===== src/rtl/led_ctrl_pkg.sv =====
// Shared definitions for the LED PWM controller: register word indices, LED mode
// encodings, counter widths and the bus response state type.
package led_ctrl_pkg;

   localparam int PRESC_W = 8;
   localparam int PWM_W   = 8;
   localparam int BLINK_W = 16;
   localparam int MODE_W  = 16;
   localparam int DUTY_W  = 64;

   // Word index = byte offset [7:2]
   localparam logic [5:0] REG_CTRL  = 6'h00;
   localparam logic [5:0] REG_MODE  = 6'h01;
   localparam logic [5:0] REG_DUTYA = 6'h02;
   localparam logic [5:0] REG_DUTYB = 6'h03;
   localparam logic [5:0] REG_BLINK = 6'h04;
   localparam logic [5:0] REG_STAT  = 6'h05;

   typedef enum logic [1:0] {
      MODE_OFF   = 2'd0,
      MODE_ON    = 2'd1,
      MODE_BLINK = 2'd2,
      MODE_PWM   = 2'd3
   } led_mode_e;

   typedef enum logic {
      BUS_IDLE = 1'b0,
      BUS_RESP = 1'b1
   } bus_state_e;

endpackage


===== src/rtl/led_pwm_ctrl_if.sv =====
// picorv32 native memory bus as seen by the LED controller.
interface led_pwm_ctrl_if;
   logic        mem_valid;
   logic [31:0] mem_addr;
   logic [31:0] mem_wdata;
   logic [3:0]  mem_wstrb;
   logic        mem_ready;
   logic [31:0] mem_rdata;

   modport master (
      output mem_valid, mem_addr, mem_wdata, mem_wstrb,
      input  mem_ready, mem_rdata
   );

   modport slave (
      input  mem_valid, mem_addr, mem_wdata, mem_wstrb,
      output mem_ready, mem_rdata
   );
endinterface


===== src/rtl/led_pwm_channel.sv =====
// One LED channel: selects off/on/blink/pwm and registers the pin drive.
module led_pwm_channel
   import led_ctrl_pkg::*;
(
   input  logic             clk,
   input  logic             reset,
   input  logic             en,
   input  led_mode_e        mode,
   input  logic [PWM_W-1:0] duty,
   input  logic [PWM_W-1:0] pwm_cnt,
   input  logic             phase,
   output logic             led
);

   logic led_d;

   always_comb begin
      led_d = 1'b0;
      case (mode)
         MODE_OFF:   led_d = 1'b0;
         MODE_ON:    led_d = 1'b1;
         MODE_BLINK: led_d = phase;
         MODE_PWM:   led_d = (pwm_cnt < duty);
         default:    led_d = 1'b0;
      endcase
   end

   always_ff @(posedge clk) begin
      if (reset) begin
         led <= 1'b0;
      end else begin
         led <= en & led_d;
      end
   end

endmodule


===== src/rtl/led_pwm_ctrl.sv =====
// Memory-mapped 8-channel LED controller: bus slave, config registers, duty
// shadowing, prescaler/PWM/blink timebase and per-channel output stages.
//
// state    | meaning
// BUS_IDLE | waiting for a selected request
// BUS_RESP | mem_ready high this cycle; write data commits at the end of it
module led_pwm_ctrl
   import led_ctrl_pkg::*;
#(
   parameter logic [31:0] BASE_ADDR = 32'h0300_0000,
   parameter int          NUM_LEDS  = 8
)(
   input  logic                clk,
   input  logic                reset,
   led_pwm_ctrl_if.slave       bus,
   output logic [NUM_LEDS-1:0] led
);

   bus_state_e state_q, state_d;

   logic               hit;
   logic               sel;
   logic               wr_en;
   logic [5:0]         req_idx;
   logic [31:0]        req_wdata;
   logic [3:0]         req_wstrb;
   logic [31:0]        rd_val;
   logic [31:0]        rdata_q;
   logic               unused_addr_bits;

   logic               en_q;
   logic [PRESC_W-1:0] presc_q;
   logic [MODE_W-1:0]  mode_q;
   logic [DUTY_W-1:0]  duty_stage_q;
   logic [DUTY_W-1:0]  duty_act_q;
   logic [BLINK_W-1:0] blink_q;

   logic [PRESC_W-1:0] pre_cnt_q;
   logic [PWM_W-1:0]   pwm_cnt_q;
   logic [BLINK_W-1:0] blink_cnt_q;
   logic               phase_q;
   logic               tick;
   logic               frame_end;

   assign unused_addr_bits = ^bus.mem_addr[1:0];

   assign hit   = (bus.mem_addr[31:8] == BASE_ADDR[31:8]);
   assign sel   = bus.mem_valid && hit && (state_q == BUS_IDLE);
   assign wr_en = (state_q == BUS_RESP) && (req_wstrb != 4'b0000);

   assign bus.mem_ready = (state_q == BUS_RESP);
   assign bus.mem_rdata = rdata_q;

   always_comb begin
      state_d = state_q;
      case (state_q)
         BUS_IDLE: if (sel) state_d = BUS_RESP;
         BUS_RESP: state_d = BUS_IDLE;
         default:  state_d = BUS_IDLE;
      endcase
   end

   always_comb begin
      rd_val = '0;
      case (bus.mem_addr[7:2])
         REG_CTRL:  rd_val = {16'h0, presc_q, 7'h0, en_q};
         REG_MODE:  rd_val = {16'h0, mode_q};
         REG_DUTYA: rd_val = duty_stage_q[31:0];
         REG_DUTYB: rd_val = duty_stage_q[63:32];
         REG_BLINK: rd_val = {16'h0, blink_q};
         REG_STAT:  rd_val = {16'h0, pwm_cnt_q, led};
         default:   rd_val = '0;
      endcase
   end

   // Request is captured on select and committed during the response cycle.
   always_ff @(posedge clk) begin
      if (reset) begin
         state_q   <= BUS_IDLE;
         rdata_q   <= '0;
         req_idx   <= '0;
         req_wdata <= '0;
         req_wstrb <= '0;
      end else begin
         state_q <= state_d;
         if (sel) begin
            rdata_q   <= rd_val;
            req_idx   <= bus.mem_addr[7:2];
            req_wdata <= bus.mem_wdata;
            req_wstrb <= bus.mem_wstrb;
         end else begin
            rdata_q   <= '0;
         end
      end
   end

   always_ff @(posedge clk) begin
      if (reset) begin
         en_q         <= 1'b0;
         presc_q      <= '0;
         mode_q       <= '0;
         duty_stage_q <= '0;
         blink_q      <= '0;
      end else if (wr_en) begin
         case (req_idx)
            REG_CTRL: begin
               if (req_wstrb[0]) en_q    <= req_wdata[0];
               if (req_wstrb[1]) presc_q <= req_wdata[15:8];
            end
            REG_MODE: begin
               if (req_wstrb[0]) mode_q[7:0]  <= req_wdata[7:0];
               if (req_wstrb[1]) mode_q[15:8] <= req_wdata[15:8];
            end
            REG_DUTYA: begin
               for (int b = 0; b < 4; b++)
                  if (req_wstrb[b]) duty_stage_q[8*b +: 8] <= req_wdata[8*b +: 8];
            end
            REG_DUTYB: begin
               for (int b = 0; b < 4; b++)
                  if (req_wstrb[b]) duty_stage_q[32+8*b +: 8] <= req_wdata[8*b +: 8];
            end
            REG_BLINK: begin
               if (req_wstrb[0]) blink_q[7:0]  <= req_wdata[7:0];
               if (req_wstrb[1]) blink_q[15:8] <= req_wdata[15:8];
            end
            default: ;
         endcase
      end
   end

   assign tick      = en_q && (pre_cnt_q == presc_q);
   assign frame_end = tick && (pwm_cnt_q == 8'hFF);

   always_ff @(posedge clk) begin
      if (reset || !en_q) begin
         pre_cnt_q   <= '0;
         pwm_cnt_q   <= '0;
         blink_cnt_q <= '0;
         phase_q     <= 1'b0;
      end else begin
         pre_cnt_q <= tick ? '0 : pre_cnt_q + 8'd1;
         if (tick) pwm_cnt_q <= pwm_cnt_q + 8'd1;
         if (frame_end) begin
            if (blink_cnt_q == blink_q) begin
               blink_cnt_q <= '0;
               phase_q     <= ~phase_q;
            end else begin
               blink_cnt_q <= blink_cnt_q + 16'd1;
            end
         end
      end
   end

   // Active duty only changes at a frame boundary so a pulse is never cut short.
   always_ff @(posedge clk) begin
      if (reset) begin
         duty_act_q <= '0;
      end else if (!en_q || frame_end) begin
         duty_act_q <= duty_stage_q;
      end
   end

   for (genvar i = 0; i < NUM_LEDS; i++) begin : g_ch
      led_pwm_channel u_ch (
         .clk     (clk),
         .reset   (reset),
         .en      (en_q),
         .mode    (led_mode_e'(mode_q[2*i +: 2])),
         .duty    (duty_act_q[8*i +: 8]),
         .pwm_cnt (pwm_cnt_q),
         .phase   (phase_q),
         .led     (led[i])
      );
   end

endmodule

===== src/flat_wrapper.sv =====
// flat-port wrapper written by rule: the top's interface ports become plain ports
module led_pwm_ctrl_flat import led_ctrl_pkg::*;
#(
   parameter logic [31:0] BASE_ADDR = 32'h0300_0000,
   parameter int          NUM_LEDS  = 8
)
  (clk, reset, led, bus_mem_valid, bus_mem_addr, bus_mem_wdata, bus_mem_wstrb, bus_mem_ready, bus_mem_rdata);
  led_pwm_ctrl_if bus_i ();
  input  logic clk;
  input  logic reset;
  output logic [NUM_LEDS-1:0] led;
  input wire logic [$bits(bus_i.mem_valid)-1:0] bus_mem_valid;
  input wire logic [$bits(bus_i.mem_addr)-1:0] bus_mem_addr;
  input wire logic [$bits(bus_i.mem_wdata)-1:0] bus_mem_wdata;
  input wire logic [$bits(bus_i.mem_wstrb)-1:0] bus_mem_wstrb;
  output wire logic [$bits(bus_i.mem_ready)-1:0] bus_mem_ready;
  output wire logic [$bits(bus_i.mem_rdata)-1:0] bus_mem_rdata;
  assign bus_i.mem_valid = bus_mem_valid;
  assign bus_i.mem_addr = bus_mem_addr;
  assign bus_i.mem_wdata = bus_mem_wdata;
  assign bus_i.mem_wstrb = bus_mem_wstrb;
  assign bus_mem_ready = bus_i.mem_ready;
  assign bus_mem_rdata = bus_i.mem_rdata;
  led_pwm_ctrl #(.BASE_ADDR(BASE_ADDR), .NUM_LEDS(NUM_LEDS)) u_core (.clk(clk), .reset(reset), .bus(bus_i), .led(led));
endmodule

===== config.mk =====
export PLATFORM = sky130hd
export DESIGN_NAME = led_pwm_ctrl_flat
export DESIGN_NICKNAME = d
export VERILOG_FILES = /design/src/rtl/led_ctrl_pkg.sv /design/src/rtl/led_pwm_ctrl_if.sv /design/src/rtl/led_pwm_channel.sv /design/src/rtl/led_pwm_ctrl.sv /design/src/flat_wrapper.sv
export SDC_FILE = /design/constraint.sdc
export NUM_CORES = 1
export LEC_CHECK = 0
export CAP_MARGIN = 10
export CORE_ASPECT_RATIO = 1.75
export CORE_MARGIN = 1.5
export CORE_UTILIZATION = 55
export DETAILED_ROUTE_END_ITERATION = 8
export HOLD_SLACK_MARGIN = 0.05
export PLACE_DENSITY = 0.87
export SYNTH_ARGS = -nofsm -noshare
export SYNTH_HDL_FRONTEND = slang
export SYNTH_HIERARCHICAL = 1
export SYNTH_SLANG_ARGS = --single-unit

===== constraint.sdc =====
create_clock -name clk -period 2.35 [get_ports clk]
set_input_delay 0.235 -clock clk [delete_from_list [all_inputs] [get_ports clk]]
set_output_delay 0.235 -clock clk [all_outputs]
set_load 0.03 [all_outputs]

==> impl_metrics.json, run 1 <==
{
  "status": "finished clean",
  "yosys.area_share.simple_pct": 17.8,
  "intPower_w": 0.00724,
  "cts-root-buf": "clkbuf_16",
  "r2r-end": "u_core/blink_cnt_q[15]$_SDFFE_PP0P_",
  "postCtsSetupBuffers": 0,
  "rr_startpoint": "u_core/presc_q[6]$_SDFFE_PP0P_",
  "nNetsFinal": 1641,
  "worstPathRequired_ns": 2.79,
  "hold-worst-slack_ns": 0.228,
  "slowest_stage": "nor3_4",
  "clkSinkCount": 285,
  "synth_top_area_share_pct": 44.4,
  "worstSetupPathType": "reg -> reg",
  "die_area_um2": 24300,
  "avgSynthCellArea_um2": 9.19,
  "min_from": "reset",
  "io_pins": 112,
  "cp_slowest_stage_delay_ns": 0.48,
  "gp_congestion": 0.938,
  "grt_overflow_total": 0,
  "synth_cell_types": 55,
  "vias": 10717,
  "cellPowerDensity_nw_per_um2": 602,
  "diodes": 0,
  "period_minus_slack_ns": 2.16,
  "power_frac_comb_pct": 2.9,
  "drc": 0,
  "fin_crit_sh_pct": 91.8,
  "r2r_slack_ns": 0.19,
  "muxShareOfSynthArea_pct": 14.8,
  "grt_util_all_layers_pct": 28.3,
  "async_flop_share_pct": 0,
  "ys_seq_area_share_pct": 44.4,
  "hold_viol_final": 0,
  "yosysTopAreaCell": "dfxtp_1",
  "holdCritPathClass": "in -> reg",
  "synth_warnings": 6,
  "grt_max_degree": 82,
  "hold_path_depth": 3,
  "startpoint_type": "flip-flop",
  "ir_drop_v": 0.000592,
  "start_util_pct": 56.3,
  "fin_tns_setup_ns": 0,
  "synth_top_family_by_area": "simple AND/OR/NAND/NOR gates",
  "clock.fmax_mhz": 463,
  "cts_hold_repair.buffers": 0,
  "whs_endpoint": "u_core/mode_q[9]$_SDFFE_PP0P_",
  "drive_above_1_share_pct": 8.57,
  "rows": 73,
  "p_clk_share_pct": 44.5,
  "die_h_um": 205,
  "fp.coreArea_um2": 22800,
  "synth_fa_ha_area_share_pct": 5.75,
  "p_sw_share_pct": 21.1,
  "area_delta_synth_final_pct": 18.6,
  "reg2reg_depth": 6,
  "relSlewSlack_pct": 45.7,
  "wl_per_cell_um": 18.9,
  "cts.path.max_buffers": 3,
  "rsz0062_at_grt": "false",
  "vias_per_cell": 5.86,
  "htreeDepth": 1,
  "layout_commonest_cell": "dfxtp_1",
  "io_buffers": 109,
  "cp_max_fo": 16,
  "synth_area_um2": 12800,
  "synth_nets": 1528,
  "synth_compound_area_share_pct": 9.88,
  "drv_slew": 0,
  "cp.buffers_inverters": 0,
  "numCtsBuffers": 25,
  "wl_um": 34500,
  "cp-end-kind": "flip-flop",
  "antenna_found_initial": 0,
  "crit_chain": "xnor2_1 > nand4_1 > nor3_4 > nand4b_4 > or3_1 > o21ai_0",
  "final_cell_mix": "285 x dfxtp_1, 188 x nor2_1, 175 x mux2i_1",
  "fillers": 1741,
  "synth-edff-count": 0,
  "synthTopCellsByArea": "dfxtp_1 44%, mux2i_1 14%, ha_1 5.7%",
  "ys_ff_latch": 285,
  "grt_pass1_vias": 10952,
  "synth_flop_cell": "dfxtp_1",
  "synth_xor_xnor_area_share_pct": 2.59,
  "firstDrtPassIters": 5,
  "grt_pass1_wl_um": 55200,
  "maxCapViolCount": 0,
  "post_cts_resized": 0,
  "seqPwrFrac_pct": 52.6,
  "critical_path_arrival_ns": 2.60,
  "dpl.hpwl_um": 24400,
  "die-width_um": 119,
  "clk_latency_ns": 0.53,
  "clk_pin_slew_worst_paths_ns": 0.07,
  "p_leak_nw": 5.62,
  "cts_tree": "done",
  "netlist_instances": 1398,
  "cp_top_family": "simple AND/OR/NAND/NOR gates",
  "tightest_slew_ns": 0.815,
  "setup_viol": 0,
  "fin_worst_skew_ns": 0.00884,
  "ant_nets": 0,
  "switching_power_w": 0.00194,
  "dr.first_iter.drc_count": 708
}
-- tightest hold or removal path: stages --
cell    delay [ns]
buf_6         0.13
buf_12        0.21
nor2_1        0.12
-- through the flow --
step / worst slack, ns / cells / total power, W / area (um^2) / util (%)
2_1_floorplan: 0.441 / 1398 / 0.00504 / 12800 / -
3_3_place_gp: 0.169 / 1784 / 0.00520 / 14400 / 63.2
3_5_place_dp: 0.133 / 1784 / 0.00520 / 14400 / 63.2
4_1_cts: 0.193 / 1828 / 0.00920 / 15200 / 66.7
5_1_grt: 0.0369 / 1828 / 0.00940 / 15200 / 66.7
6_report: 0.192 / 1828 / 0.00918 / 15200 / 66.7
-- power by group through the flow --
stage	registers (W)	logic, W	clock network, W
2_1_floorplan	0.00494	0.000105	0
3_3_place_gp	0.00494	0.000258	0
3_5_place_dp	0.00494	0.000262	0
4_1_cts	0.00483	0.000262	0.00411
5_1_grt	0.00482	0.000279	0.00430
6_report	0.00483	0.000265	0.00408
-- kinds of logic after synthesis --
family                     Yosys count
DFF                                285
and+or+nand+nor                    482
AOI/OAI and AO/OA                  202
xor gates and xnor gates            38
muxes                              188
buffers and inverters              144
adders and majority gates           59
-- worst max path at each step --
| stage | cells past startpoint | start | slack (ns) | endpoint |
|---|---|---|---|---|
| after global placement | 6 | bus_mem_addr[9] | 0.17 | u_core/bus.mem_rdata[13]$_SDFF_PP0_ |
| after CTS | 7 | u_core/blink_cnt_q[0]$_SDFFE_PP0P_ | 0.19 | u_core/blink_cnt_q[14]$_SDFFE_PP0P_ |
| after detailed placement | 7 | bus_mem_addr[5] | 0.13 | u_core/bus.mem_rdata[3]$_SDFF_PP0_ |
| after global routing | 6 | u_core/pre_cnt_q[3]$_SDFF_PP0_ | 0.04 | u_core/blink_cnt_q[11]$_SDFFE_PP0P_ |
| final | 6 | u_core/presc_q[6]$_SDFFE_PP0P_ | 0.19 | u_core/blink_cnt_q[15]$_SDFFE_PP0P_ |
| after floorplan | 8 | u_core/pwm_cnt_q[1]$_SDFFE_PP0P_ | 0.44 | u_core/duty_act_q[60]$_SDFFE_PP0P_ |
-- layer usage --
layer	track usage, %	part of all wire, %	up-vias
met1	29.0	35	5068
met3	4.82	6.5	177
met2	52.5	51	440
met4	18.8	7.2	0
met5	0	0	-
li1	-	-	5032
-- area by class of cell --
cell class | instances | area [um^2] | area share, %
clock buffer | 33 | 686 | 4.50
sequential | 285 | 5710 | 37.5
inverter | 78 | 298 | 1.95
multi-input combinational | 969 | 6550 | 43.0
timing repair buffer | 152 | 1500 | 9.83
tap | 300 | 375 | 2.46
clock inverter | 11 | 118 | 0.772
-- state kept, by name (all words and copies together), names as in the netlist --
name / count
u_core/pre_cnt_q: 8
u_core/blink_q: 16
u_core/blink_cnt_q: 16
u_core/req_idx: 6
u_core/presc_q: 8
u_core/bus.mem_ready: 1
u_core/pwm_cnt_q: 8
u_core/duty_stage_q: 64
u_core/en_q: 1
u_core/req_wstrb: 4
u_core/bus.mem_rdata: 32
u_core/req_wdata: 32
u_core/g_ch.u_ch/led: 8
u_core/phase_q: 1
u_core/duty_act_q: 64
u_core/mode_q: 16
-- cells in the mapped netlist (11+ instances only) --
master / number
ha_1: 59
or3_1: 11
nor2_1: 188
a21oi_1: 92
dfxtp_1: 285
clkbuf_1: 33
inv_1: 77
xor2_1: 12
mux2i_1: 175
buf_2: 16
nand3_1: 23
o21ai_0: 23
a211oi_1: 15
nand2_1: 173
xnor2_1: 26
mux2_2: 13
No activity file was read; power rests on OpenSTA's default activity.
==> inputs of run 2 (changes only) <==
--- a/config.mk
+++ b/config.mk
@@ -5,13 +5,13 @@
 export SDC_FILE = /design/constraint.sdc
 export NUM_CORES = 1
 export LEC_CHECK = 0
-export CAP_MARGIN = 10
+export ABC_CLOCK_PERIOD_IN_PS = 2350
 export CORE_ASPECT_RATIO = 1.75
 export CORE_MARGIN = 1.5
-export CORE_UTILIZATION = 55
+export CORE_UTILIZATION = 49
 export DETAILED_ROUTE_END_ITERATION = 8
 export HOLD_SLACK_MARGIN = 0.05
-export PLACE_DENSITY = 0.87
+export PLACE_DENSITY = 0.79
 export SYNTH_ARGS = -nofsm -noshare
 export SYNTH_HDL_FRONTEND = slang
 export SYNTH_HIERARCHICAL = 1
==> impl_metrics.json, run 2 (same netlist as run 1, synthesis figures left out) <==
{
  "maxCapViolCount": 0,
  "layout_commonest_cell": "dfxtp_1",
  "cts-root-buf": "clkbuf_16",
  "final_cell_mix": "285 x dfxtp_1, 188 x nor2_1, 175 x mux2i_1",
  "clk_pin_slew_worst_paths_ns": 0.07,
  "postCtsSetupBuffers": 0,
  "post_cts_resized": 0,
  "dr.first_iter.drc_count": 660,
  "clock.fmax_mhz": 489,
  "wl_per_cell_um": 17.9,
  "fp.coreArea_um2": 25900,
  "fillers": 2153,
  "drive_above_1_share_pct": 9.05,
  "clk_latency_ns": 0.55,
  "final_util_pct": 59.4,
  "ant_nets": 0,
  "stdcell_count": 1856,
  "fin_worst_skew_ns": 0.0183,
  "cts_hold_repair.buffers": 1,
  "grt_util_all_layers_pct": 24.2,
  "tightest_slew_ns": 0.756,
  "crit_chain": "xnor2_1 > nand4_1 > nor3_4 > buf_4 > nand4b_4 > or3_1 > o21ai_0",
  "drv_slew": 0,
  "placed_cells": 1808,
  "start_util_pct": 49.7,
  "grt_pass1_wl_um": 53500,
  "fin_tns_setup_ns": 0,
  "antenna_found_initial": 0,
  "fin_crit_sh_pct": 87.0,
  "cts.path.max_buffers": 3,
  "die_h_um": 217,
  "hold_path_depth": 3,
  "startpoint_type": "flip-flop",
  "register_area_um2": 5710,
  "io_buffers": 109,
  "rows": 78,
  "ir_drop_v": 0.000709,
  "slowest_stage": "dfxtp_1",
  "holdCritPathClass": "in -> reg",
  "clkSinkCount": 285,
  "grt_max_degree": 108,
  "setup_viol": 0,
  "reg2reg_depth": 7,
  "grt_overflow_total": 0,
  "reg_top3": "u_core/duty_act_q: 64 flops, u_core/duty_stage_q: 64 flops",
  "p_leak_nw": 5.68,
  "htreeDepth": 1,
  "critical_path_arrival_ns": 2.50,
  "area_delta_synth_final_pct": 19.6,
  "numCtsBuffers": 26,
  "nNetsFinal": 1647,
  "wl_um": 33200,
  "cp-end-kind": "flip-flop",
  "vias": 10460,
  "cp_max_fo": 16,
  "multi_input_area_um2": 6550,
  "worstPathRequired_ns": 2.81,
  "relSlewSlack_pct": 49.6,
  "vias_per_cell": 5.64,
  "period_minus_slack_ns": 2.04,
  "cts_tree": "done",
  "dpl.hpwl_um": 23600,
  "cellPowerDensity_nw_per_um2": 621,
  "hold-worst-slack_ns": 0.247,
  "firstDrtPassIters": 5,
  "hold_viol_final": 0,
  "drc": 0,
  "grt_pass1_vias": 10500,
  "cp_slowest_stage_delay_ns": 0.43,
  "die-width_um": 125,
  "die_area_um2": 27200,
  "worstSetupPathType": "reg -> reg",
  "gp_congestion": 0.940,
  "io_pins": 112,
  "status": "finished clean",
  "diodes": 0,
  "finalPower_w": 0.00954,
  "rsz0062_at_grt": "false"
}
## run 2: cell count changes in the layout (fill, tap and decap cells not counted), sizes merged
| cell | previous run | this run |
|---|---|---|
| buf | 45 | 49 |
| clkbuf | 33 | 35 |
| bufinv | 2 | 3 |
| clkinv | 5 | 6 |
| clkinvlp | 5 | 4 |
| dlygate4sd3 | 0 | 1 |
## run 2: through the flow
step                      cell area (um^2)  worst slack [ns]
after global placement               14500             0.107
after floorplan                      12800             0.441
after global routing                 15400             0.180
after CTS                            15400             0.300
final                                15400             0.306
after detailed placement             14500            0.0593
## run 2: power by group
group / leakage [nW] / switching (W) / internal [W]
combinational: 2.96 / 0.000130 / 0.000136
sequential: 2.29 / 0.0000000000435 / 0.00483
clock: 0.435 / 0.00186 / 0.00259
total: 5.68 / 0.00199 / 0.00755
## run 2: routing by layer
| layer | GRT usage (%) | vias to the layer above | routed length [um] |
|---|---|---|---|
| met2 | 42.9 | 336 | 16700 |
| met1 | 26.9 | 4980 | 12600 |
| met3 | 2.93 | 113 | 1600 |
| li1 | - | 5031 | - |
| met4 | 16.4 | 0 | 2300 |
| met5 | 0 | - | 0 |
## run 2: final cells by class
cell class | instances | area share, %
flip-flops and latches | 285 | 37.1
repair buffers | 157 | 9.85
multi-input cells | 969 | 42.6
clock inverters | 12 | 0.945
clock buffers | 35 | 4.92
inverters | 78 | 1.94
well taps | 320 | 2.61
## run 2: path summary, 6_finish.rpt
check / from / endpoint / slack, ns
worst max register to register: u_core/presc_q[6]$_SDFFE_PP0P_ / u_core/blink_cnt_q[7]$_SDFFE_PP0P_ / 0.31
worst min register to register: u_core/duty_act_q[48]$_SDFFE_PP0P_ / u_core/duty_act_q[48]$_SDFFE_PP0P_ / 0.45
worst max-delay path: u_core/presc_q[6]$_SDFFE_PP0P_ / u_core/blink_cnt_q[7]$_SDFFE_PP0P_ / 0.31
worst min-delay path: bus_mem_addr[2] / u_core/bus.mem_rdata[15]$_SDFF_PP0_ / 0.25
## run 2: critical path, delay by kind of cell (launching register included)
family,cells,cell delay [ns]
buf+inv,1,0.27
xor+xnor,1,0.15
flops,1,0.43
simple gates,4,1.03
compound gates,1,0.09
==> inputs of run 3 (changes only) <==
--- a/config.mk
+++ b/config.mk
@@ -10,7 +10,6 @@
 export CORE_MARGIN = 1.5
 export CORE_UTILIZATION = 49
 export DETAILED_ROUTE_END_ITERATION = 8
-export HOLD_SLACK_MARGIN = 0.05
 export PLACE_DENSITY = 0.79
 export SYNTH_ARGS = -nofsm -noshare
 export SYNTH_HDL_FRONTEND = slang
==> impl_metrics.json, run 3 (same netlist as run 1, synthesis figures left out) <==
{
  "status": "finished clean",
  "start_util_pct": 49.7,
  "area_delta_synth_final_pct": 19.5,
  "r2r_slack_ns": 0.31,
  "hold-worst-slack_ns": 0.0496,
  "vias": 10414,
  "timing.critical_path.from": "u_core/presc_q[6]$_SDFFE_PP0P_",
  "placed_area_um2": 14500,
  "dpl.hpwl_um": 23600,
  "startpoint_type": "flip-flop",
  "cp_max_fo": 16,
  "antenna_found_initial": 0,
  "clk_pin_slew_worst_paths_ns": 0.07,
  "critical_path_arrival_ns": 2.50,
  "reg2reg_depth": 7,
  "maxCapViolCount": 0,
  "setup_ws_ns": 0.312,
  "final_cell_mix": "285 x dfxtp_1, 188 x nor2_1, 175 x mux2i_1",
  "rows": 78,
  "diodes": 0,
  "use_met3_pct": 2.93,
  "wl_per_cell_um": 17.9,
  "die-width_um": 125,
  "cts_tree": "done",
  "finalInstanceArea_um2": 15400,
  "clkSinkCount": 285,
  "io_buffers": 109,
  "fin_tns_setup_ns": 0,
  "multi_input_area_um2": 6550,
  "dr.first_iter.drc_count": 659,
  "die_h_um": 217,
  "grt_pass1_vias": 10490,
  "tightest_slew_ns": 0.753,
  "numCtsBuffers": 26,
  "fin_worst_skew_ns": 0.0168,
  "wl_um": 33200,
  "rsz0062_at_grt": "false",
  "register_area_um2": 5710,
  "fin_crit_sh_pct": 86.7,
  "cts-root-buf": "clkbuf_16",
  "worstSetupPathType": "reg -> reg",
  "relSlewSlack_pct": 49.8,
  "fillers": 2154,
  "io_pins": 112,
  "grt_overflow_total": 0,
  "fp.coreArea_um2": 25900,
  "rr_startpoint": "u_core/presc_q[6]$_SDFFE_PP0P_",
  "p_leak_nw": 5.68,
  "grt_pass1_wl_um": 53400,
  "clock.fmax_mhz": 491,
  "holdCritPathClass": "in -> reg",
  "nNetsFinal": 1646,
  "dp_slack_ns": 0.0593,
  "met2_usage_pct": 42.8,
  "gp_congestion": 0.940,
  "ir_drop_v": 0.000709,
  "htreeDepth": 1,
  "r2r-end": "u_core/blink_cnt_q[7]$_SDFFE_PP0P_",
  "clk_latency_ns": 0.55,
  "top_usage_layer": "met2",
  "cts_hold_repair.buffers": 0,
  "ant_nets": 0,
  "grt_util_all_layers_pct": 24.1,
  "layout_commonest_cell": "dfxtp_1",
  "post_cts_resized": 0,
  "setup_viol": 0,
  "grt_max_degree": 108,
  "drv_slew": 0,
  "crit_end": "u_core/blink_cnt_q[7]$_SDFFE_PP0P_",
  "vias_per_cell": 5.61,
  "cellPowerDensity_nw_per_um2": 621,
  "firstDrtPassIters": 5,
  "cp-end-kind": "flip-flop",
  "hold_viol_final": 0,
  "drive_above_1_share_pct": 9.06,
  "worstPathRequired_ns": 2.81,
  "drc": 0,
  "reg_top3": "u_core/duty_act_q: 64 flops, u_core/duty_stage_q: 64 flops",
  "postCtsSetupBuffers": 0,
  "cts.path.max_buffers": 3,
  "met1_usage_pct": 26.9,
  "period_minus_slack_ns": 2.04,
  "die_area_um2": 27200
}
run 3: cell count changes in the layout (fill, tap and decap cells not counted), sizes merged:
cell         delta
dlygate4sd3     -1
run 3: how the worst min path moves through the flow:
| stage | slack, ns | startpoint | depth (start not counted) | endpoint |
|---|---|---|---|---|
| 6_report | 0.05 | reset | 2 | u_core/req_wdata[12]$_SDFFE_PP0P_ |
| 5_1_grt | 0.05 | reset | 2 | u_core/req_wdata[12]$_SDFFE_PP0P_ |
| 4_1_cts | 0.04 | reset | 2 | u_core/blink_q[8]$_SDFFE_PP0P_ |
| 3_5_place_dp | 0.44 | u_core/duty_act_q[32]$_SDFFE_PP0P_ | 2 | u_core/duty_act_q[32]$_SDFFE_PP0P_ |
| 3_3_place_gp | 0.43 | u_core/duty_act_q[48]$_SDFFE_PP0P_ | 2 | u_core/duty_act_q[48]$_SDFFE_PP0P_ |
| 2_1_floorplan | 0.31 | reset | 1 | u_core/g_ch[0].u_ch/led$_SDFF_PP0_ |
run 3: metal layers:
layer | share of wire [%] | routed length (um) | vias to the layer above
met5 | 0 | 0 | -
met4 | 7.0 | 2320 | 0
met3 | 5.1 | 1690 | 114
met2 | 50 | 16700 | 328
met1 | 38 | 12500 | 4947
li1 | - | - | 5025
run 3: critical path, cell delays in order, from the launching register on:
cell and delay (ns):
dfxtp_1 0.43, xnor2_1 0.15, nand4_1 0.16, nor3_4 0.20
buf_4 0.26, nand4b_4 0.26, or3_1 0.41, o21ai_0 0.09
run 3: stage by stage:
| step | util [%] | total power (W) | cells |
|---|---|---|---|
| final | 59.4 | 0.00954 | 1855 |
| after global routing | 59.4 | 0.00982 | 1855 |
| after CTS | 59.4 | 0.00961 | 1855 |
| after detailed placement | 55.9 | 0.00520 | 1808 |
| after global placement | 55.9 | 0.00520 | 1808 |
| after floorplan | - | 0.00504 | 1398 |
run 3: cell type report:
| type | count | area share (%) |
|---|---|---|
| Inverter | 78 | 1.94 |
| Timing Repair Buffer | 156 | 9.79 |
| Sequential cell | 285 | 37.2 |
| Clock buffer | 35 | 4.92 |
| Clock inverter | 12 | 0.945 |
| Multi-Input combinational cell | 969 | 42.6 |
| Tap cell | 320 | 2.61 |
run 3: where the power goes:
group / switching [W] / internal, W / total (W) / leakage [nW]
Combinational: 0.000128 / 0.000135 / 0.000263 / 2.95
Sequential: 0.0000000000436 / 0.00483 / 0.00483 / 2.29
Clock: 0.00186 / 0.00259 / 0.00444 / 0.435
Total: 0.00199 / 0.00755 / 0.00954 / 5.68
